===== config.mk =====
export PLATFORM = sky130hd
export DESIGN_NAME = load_store_unit
export DESIGN_NICKNAME = d
export VERILOG_FILES = /design/src/rtl/lsu_pkg.sv /design/src/rtl/lsu_load_align.sv /design/src/rtl/load_store_unit.sv
export SDC_FILE = /design/constraint.sdc
export NUM_CORES = 1
export LEC_CHECK = 0
export CORE_ASPECT_RATIO = 2
export CORE_MARGIN = 2
export CORE_UTILIZATION = 50
export CTS_CLUSTER_SIZE = 30
export DETAILED_ROUTE_END_ITERATION = 8
export PLACE_DENSITY = 0.86
export SETUP_SLACK_MARGIN = 0.05
export SLEW_MARGIN = 20
export SYNTH_ARGS = -nofsm -noshare
export SYNTH_HDL_FRONTEND = slang
export SYNTH_SLANG_ARGS = --single-unit

===== constraint.sdc =====
create_clock -name clk -period 6 [get_ports clk]
set_input_delay 0.9 -clock clk [delete_from_list [all_inputs] [get_ports clk]]
set_output_delay 0.9 -clock clk [all_outputs]
set_load 0.01 [all_outputs]

===== src/rtl/lsu_pkg.sv =====
// Load/store unit shared types, byte-enable constants and store formatting helpers.
package lsu_pkg;

    typedef enum logic [2:0] {
        LSU_B  = 3'b000,
        LSU_H  = 3'b001,
        LSU_W  = 3'b010,
        LSU_BU = 3'b100,
        LSU_HU = 3'b101
    } lsu_funct3_e;

    typedef enum logic [1:0] {
        IDLE = 2'd0,
        REQ  = 2'd1,
        WAIT = 2'd2,
        DONE = 2'd3
    } lsu_state_e;

    localparam logic [3:0] BE_BYTE = 4'b0001;
    localparam logic [3:0] BE_HALF = 4'b0011;
    localparam logic [3:0] BE_WORD = 4'b1111;

    // Byte enables for an access; halfwords ignore addr[0], words ignore addr[1:0].
    function automatic logic [3:0] lsu_byte_en(input logic [2:0] f3, input logic [1:0] off);
        case (f3)
            LSU_B, LSU_BU: return BE_BYTE << off;
            LSU_H, LSU_HU: return BE_HALF << {off[1], 1'b0};
            default:       return BE_WORD;
        endcase
    endfunction

    // Store data replicated across every lane so the byte enables pick the right copy.
    function automatic logic [31:0] lsu_store_data(input logic [2:0] f3, input logic [31:0] wdata);
        case (f3)
            LSU_B, LSU_BU: return {4{wdata[7:0]}};
            LSU_H, LSU_HU: return {2{wdata[15:0]}};
            default:       return wdata;
        endcase
    endfunction

endpackage


===== src/rtl/lsu_load_align.sv =====
// Load data lane select and sign/zero extension.
module lsu_load_align
    import lsu_pkg::*;
(
    input  logic [31:0] rdata,
    input  logic [2:0]  funct3,
    input  logic [1:0]  off,
    output logic [31:0] result
);

    logic [31:0] shifted;
    logic [7:0]  byte_sel;
    logic [15:0] half_sel;

    // Pick the addressed lane and extend it according to the access type.
    always_comb begin
        shifted  = rdata >> {off, 3'b000};
        byte_sel = shifted[7:0];
        half_sel = off[1] ? rdata[31:16] : rdata[15:0];
        case (funct3)
            LSU_B:   result = {{24{byte_sel[7]}}, byte_sel};
            LSU_BU:  result = {24'h0, byte_sel};
            LSU_H:   result = {{16{half_sel[15]}}, half_sel};
            LSU_HU:  result = {16'h0, half_sel};
            default: result = rdata;
        endcase
    end

endmodule


===== src/rtl/load_store_unit.sv =====
// Load/store unit: core execute-stage request to req/gnt/rvalid word memory.
// Build option MISALIGN_TRAP_EN: misaligned H/HU/W accesses complete with err and
// no memory access; otherwise low address bits are truncated.
module load_store_unit
    import lsu_pkg::*;
#(
    parameter int unsigned ADDR_W      = 16,
    parameter int unsigned TIMEOUT_CYC = 255
) (
    input  logic              clk,
    input  logic              rst,
    input  logic              core_valid,
    input  logic              core_we,
    input  logic [2:0]        core_funct3,
    input  logic [ADDR_W-1:0] core_addr,
    input  logic [31:0]       core_wdata,
    output logic              core_busy,
    output logic              core_done,
    output logic [31:0]       core_rdata,
    output logic              core_err,
    output logic              mem_req,
    output logic              mem_we,
    output logic [ADDR_W-3:0] mem_addr,
    output logic [3:0]        mem_be,
    output logic [31:0]       mem_wdata,
    input  logic              mem_gnt,
    input  logic              mem_rvalid,
    input  logic [31:0]       mem_rdata
);

    localparam int unsigned TMO_W = $clog2(TIMEOUT_CYC + 1);
    localparam logic [TMO_W-1:0] TMO_LAST = TMO_W'(TIMEOUT_CYC - 1);

    lsu_state_e       state;
    logic [TMO_W-1:0] tmo_cnt;
    logic             lat_we;
    logic [2:0]       lat_funct3;
    logic [1:0]       lat_off;
    logic             legal;
    logic             misaligned;
    logic             access_ok;
    logic [31:0]      load_data;

    lsu_load_align u_load_align (
        .rdata  (mem_rdata),
        .funct3 (lat_funct3),
        .off    (lat_off),
        .result (load_data)
    );

    // Classify the incoming request: legal type/direction and, optionally, alignment.
    always_comb begin
        case (core_funct3)
            LSU_B, LSU_H, LSU_W: legal = 1'b1;
            LSU_BU, LSU_HU:      legal = !core_we;
            default:             legal = 1'b0;
        endcase
        misaligned = 1'b0;
`ifdef MISALIGN_TRAP_EN
        if ((core_funct3 == LSU_H || core_funct3 == LSU_HU) && core_addr[0])
            misaligned = 1'b1;
        if (core_funct3 == LSU_W && core_addr[1:0] != 2'b00)
            misaligned = 1'b1;
`endif
        access_ok = legal && !misaligned;
    end

    // Stall while a request is being accepted or is outstanding; reset forces it low.
    always_comb begin
        core_busy = !rst && ((state == IDLE && core_valid) || state == REQ || state == WAIT);
    end

    // Access sequencing, timeout counter and registered outputs.
    always_ff @(posedge clk or posedge rst) begin
        if (rst) begin
            state      <= IDLE;
            tmo_cnt    <= '0;
            lat_we     <= 1'b0;
            lat_funct3 <= '0;
            lat_off    <= '0;
            core_done  <= 1'b0;
            core_rdata <= '0;
            core_err   <= 1'b0;
            mem_req    <= 1'b0;
            mem_we     <= 1'b0;
            mem_addr   <= '0;
            mem_be     <= '0;
            mem_wdata  <= '0;
        end else begin
            core_done <= 1'b0;
            case (state)
                IDLE: begin
                    if (core_valid) begin
                        lat_we     <= core_we;
                        lat_funct3 <= core_funct3;
                        lat_off    <= core_addr[1:0];
                        core_rdata <= '0;
                        if (access_ok) begin
                            state     <= REQ;
                            tmo_cnt   <= '0;
                            core_err  <= 1'b0;
                            mem_req   <= 1'b1;
                            mem_we    <= core_we;
                            mem_addr  <= core_addr[ADDR_W-1:2];
                            mem_be    <= lsu_byte_en(core_funct3, core_addr[1:0]);
                            mem_wdata <= lsu_store_data(core_funct3, core_wdata);
                        end else begin
                            state     <= DONE;
                            core_done <= 1'b1;
                            core_err  <= 1'b1;
                        end
                    end
                end
                REQ: begin
                    if (mem_gnt) begin
                        mem_req <= 1'b0;
                        tmo_cnt <= tmo_cnt + 1'b1;
                        if (lat_we) begin
                            state     <= DONE;
                            core_done <= 1'b1;
                        end else if (mem_rvalid) begin
                            state      <= DONE;
                            core_done  <= 1'b1;
                            core_rdata <= load_data;
                        end else begin
                            state <= WAIT;
                        end
                    end else if (tmo_cnt == TMO_LAST) begin
                        state      <= DONE;
                        mem_req    <= 1'b0;
                        core_done  <= 1'b1;
                        core_err   <= 1'b1;
                        core_rdata <= '0;
                    end else begin
                        tmo_cnt <= tmo_cnt + 1'b1;
                    end
                end
                WAIT: begin
                    if (mem_rvalid) begin
                        state      <= DONE;
                        core_done  <= 1'b1;
                        core_rdata <= load_data;
                    end else if (tmo_cnt == TMO_LAST) begin
                        state      <= DONE;
                        core_done  <= 1'b1;
                        core_err   <= 1'b1;
                        core_rdata <= '0;
                    end else begin
                        tmo_cnt <= tmo_cnt + 1'b1;
                    end
                end
                default: begin
                    state      <= IDLE;
                    core_err   <= 1'b0;
                    core_rdata <= '0;
                end
            endcase
        end
    end

endmodule


==> flow_summary.yaml <==
status:
  outcome: "complete, no violations"
cts:
  cts_root_buf: "clkbuf_16"
  hold_buffers: 0
  htree_levels: 3
  cts_tree: "built"
  insertion_delay_ns: 0.35
  cts.reportedPaths.clkPinSlew_ns: 0.07
  clock-sinks: 102
  cts-buffers-inserted: 9
  post_cts_resized: 0
  ctsLongestPathBuffers: 2
  cts_setup_buffers: 0
pwr:
  leakage_nw: 3.15
  power_mw: 3.62
  pwr-share-clk_pct: 17.7
  power_switching_mw: 1.34
  ir_worst_vdd_mv: 0.339
  p_seq_share_pct: 33.3
  p_per_area_mw_per_mm2: 487
  comb_power_share_pct: 49.0
  swShare_pct: 37.1
  internal-power_mw: 2.28
sta:
  setup_tns_ns: 0
  worst_slack_ns: 2.64
  tightest_slew_ns: 1.05
  fmax_mhz: 298
  final_hold_viol_count: 0
  relSlewSlack_pct: 30.0
  final.min_clock_period_ns: 3.36
  fin_skew_ns: 0.00900
  holdWs_ns: 0.482
  final_max_slew_viol_count: 0
  min_period_over_period_pct: 56.0
  rsz0062_at_grt: "false"
  setup_viol: 0
logic_synthesis:
  yosysUniqueCellTypes: 56
  synth_edf_count: 0
  netlist_area_mm2: 0.00531
  ys_warn_count: 0
  async_flop_share_pct: 100
  yosysSeqAreaShare_pct: 48.1
  synthFlopType: "dfrtp_1"
  synth_area_per_cell_um2: 10.7
  synth-seq-cells: 102
  syn_inst: 495
  syn-num-nets: 591
grt:
  grt_pass1_vias: 4913
  grt_usage_pct: 26.8
  overflow: 0
  grt_pass1_wl_um: 24300
  antenna_found_initial: 0
  grt_start_max_net_pins: 82
floorplanning:
  rows: 53
  die_w_um: 76.9
  die-area_mm2: 0.0115
  ios: 176
  core-area_mm2: 0.0104
  start_util_pct: 51.0
  fp.dieH_um: 150
routing:
  drt_iter0_markers: 258
  routedWlPerCell_um: 19.0
  ant_nets: 0
  drt_pass1_iterations: 4
  drt_wl_total_um: 15100
  vias_per_cell: 5.83
  vias: 4633
  post-route-drc-count: 0
setup_path:
  worstSetupStartpointType: "input port"
  crit_top_cell: "clkdlybuf4s50_1"
  cp_slowest_cell: "clkdlybuf4s50_1"
  regToRegSetupSlack_ns: 3.33
  cp_max_fo: 10
  crit_arrival_ns: 2.46
  path_delay_family: "buffers and inverters"
  path_cells: "clkdlybuf4s50_1, nand2_1, a21oi_1, clkdlybuf4s50_1"
  r2r-end: "core_rdata[12]"
  r2r_start: "state[0]"
  r2r_cells: 6
  cp.required_ns: 5.10
  cp_slowest_stage_delay_ns: 0.55
  cp.buffers_inverters: 2
  crit_path_end_kind: "output pin"
  path_class: "in -> out"
placed_design:
  dpl_cell_area_mm2: 0.00711
  port_buffers: 175
  gp_congestion: 0.921
  place_hpwl_um: 11200
  place_ws_ns: 2.63
final_layout:
  design_area_mm2: 0.00744
  num_antenna_cells: 0
  finalNetCount: 749
  area_delta_synth_final_pct: 40.1
  drive_above_1_share_pct: 12.0
worst_hold_path:
  min_to: "mem_wdata[15]"
  worstHoldPathCells: 2
  hold_class: "reg -> reg"
  hold_path.startpoint: "mem_wdata[15]"
flow_run:
  maxCapViolCount: 0
-- power groups by stage --
stage | sequential [mW] | clock [mW] | combinational [mW]
2_1_floorplan | 1.28 | 0 | 0.866
3_3_place_gp | 1.20 | 0 | 1.71
3_5_place_dp | 1.21 | 0 | 1.76
4_1_cts | 1.21 | 0.653 | 1.78
5_1_grt | 1.25 | 0.674 | 1.91
6_report | 1.21 | 0.643 | 1.77
-- worst max-delay path by stage --
stage	startpoint	endpoint	slack [ns]	cells past startpoint
final	core_valid	core_busy	2.64	4
after global routing	core_valid	core_busy	2.55	4
after CTS	core_valid	core_busy	2.63	4
after detailed placement	core_valid	core_busy	2.63	4
after global placement	core_valid	core_busy	2.66	4
after floorplan	rst	core_done	2.42	1
-- registers in the layout (all words and copies together) (netlist names) --
name / flops
mem_be: 4
mem_addr: 14
lat_off: 2
mem_req: 1
mem_we: 1
core_done: 1
lat_we: 1
lat_funct3: 3
core_rdata: 32
tmo_cnt: 8
core_err: 1
mem_wdata: 32
state: 2
-- per-stage QoR --
stage | utilization [%] | instances
after global routing | 71.5 | 795
after floorplan | - | 495
after detailed placement | 68.3 | 779
final | 71.5 | 795
after CTS | 71.4 | 795
after global placement | 68.3 | 779
-- logic make-up (layout without fill, tap and decap cells) --
| group | Yosys count | after routing | synth area share [%] |
|---|---|---|---|
| AO/OA/AOI/OAI | 162 | 162 | 21.4 |
| AND/OR/NAND/NOR | 109 | 109 | 10.6 |
| flip-flops | 102 | 102 | 48.1 |
| multiplexers | 69 | 69 | 14.3 |
| buffers and inverters | 46 | 209 | 3.96 |
| adder cells (fa/ha/maj) | 7 | 7 | 1.65 |
-- layout make-up --
class / instances / area, µm²
Fill cell: 795 / 2970
Sequential cell: 102 / 2550
Multi-Input combinational cell: 347 / 2550
Timing Repair Buffer: 180 / 1790
Clock buffer: 9 / 225
Tap cell: 137 / 171
Clock inverter: 7 / 100
Inverter: 13 / 51.3
-- synthesized netlist by cell type, drive strengths merged, types with 7 or more instances --
master / number / area, µm²
dfrtp: 102 / 2550
o21ai: 55 / 283
nand2: 41 / 154
mux2: 39 / 443
a21oi: 30 / 154
mux2i: 29 / 294
nor2: 20 / 77.6
nand2b: 19 / 119
a32o: 18 / 180
buf: 18 / 104
clkbuf: 15 / 57.6
inv: 13 / 48.8
o2bb2ai: 10 / 87.6
o311ai: 8 / 77.6
a21boi: 7 / 78.8
ha: 7 / 87.6
-- placed cells by master, fill, tap and decap left out, types with 3 or more instances in the layout --
| cell type | netlist | layout |
|---|---|---|
| dfrtp_1 | 102 | 102 |
| mux2_2 | 38 | 38 |
| buf_4 | 1 | 4 |
| o2bb2ai_1 | 10 | 10 |
| a32o_1 | 18 | 18 |
| a21oi_1 | 29 | 29 |
| a22o_1 | 6 | 6 |
| nor2b_1 | 6 | 6 |
| ha_1 | 7 | 7 |
| clkdlybuf4s50_1 | 0 | 175 |
| nand2_1 | 41 | 41 |
| and3b_1 | 3 | 3 |
| a22oi_1 | 6 | 6 |
| inv_1 | 13 | 12 |
| o21ai_0 | 52 | 52 |
| o311ai_0 | 7 | 7 |
| clkbuf_16 | 0 | 9 |
| inv_6 | 0 | 4 |
| nand2b_1 | 19 | 19 |
| mux2i_1 | 28 | 28 |
| a21boi_2 | 7 | 7 |
| o221ai_1 | 3 | 3 |
| or3_1 | 3 | 3 |
| nor2_1 | 19 | 19 |
| nand3_1 | 3 | 3 |
-- layer usage --
metal | track usage, % | up-vias | routed length, µm
met2 | 48.6 | 189 | 8300
met5 | 0 | - | 0
met3 | 6.82 | 50 | 993
met1 | 27.6 | 2254 | 5100
li1 | - | 2140 | -
met4 | 15.5 | 0 | 731
-- worst min-delay path, stage by stage (launching register included) --
cell and delay, ns:
dfrtp_1 0.34, nand2_1 0.05, o21ai_0 0.06
No activity file was read; power rests on OpenSTA's default activity.
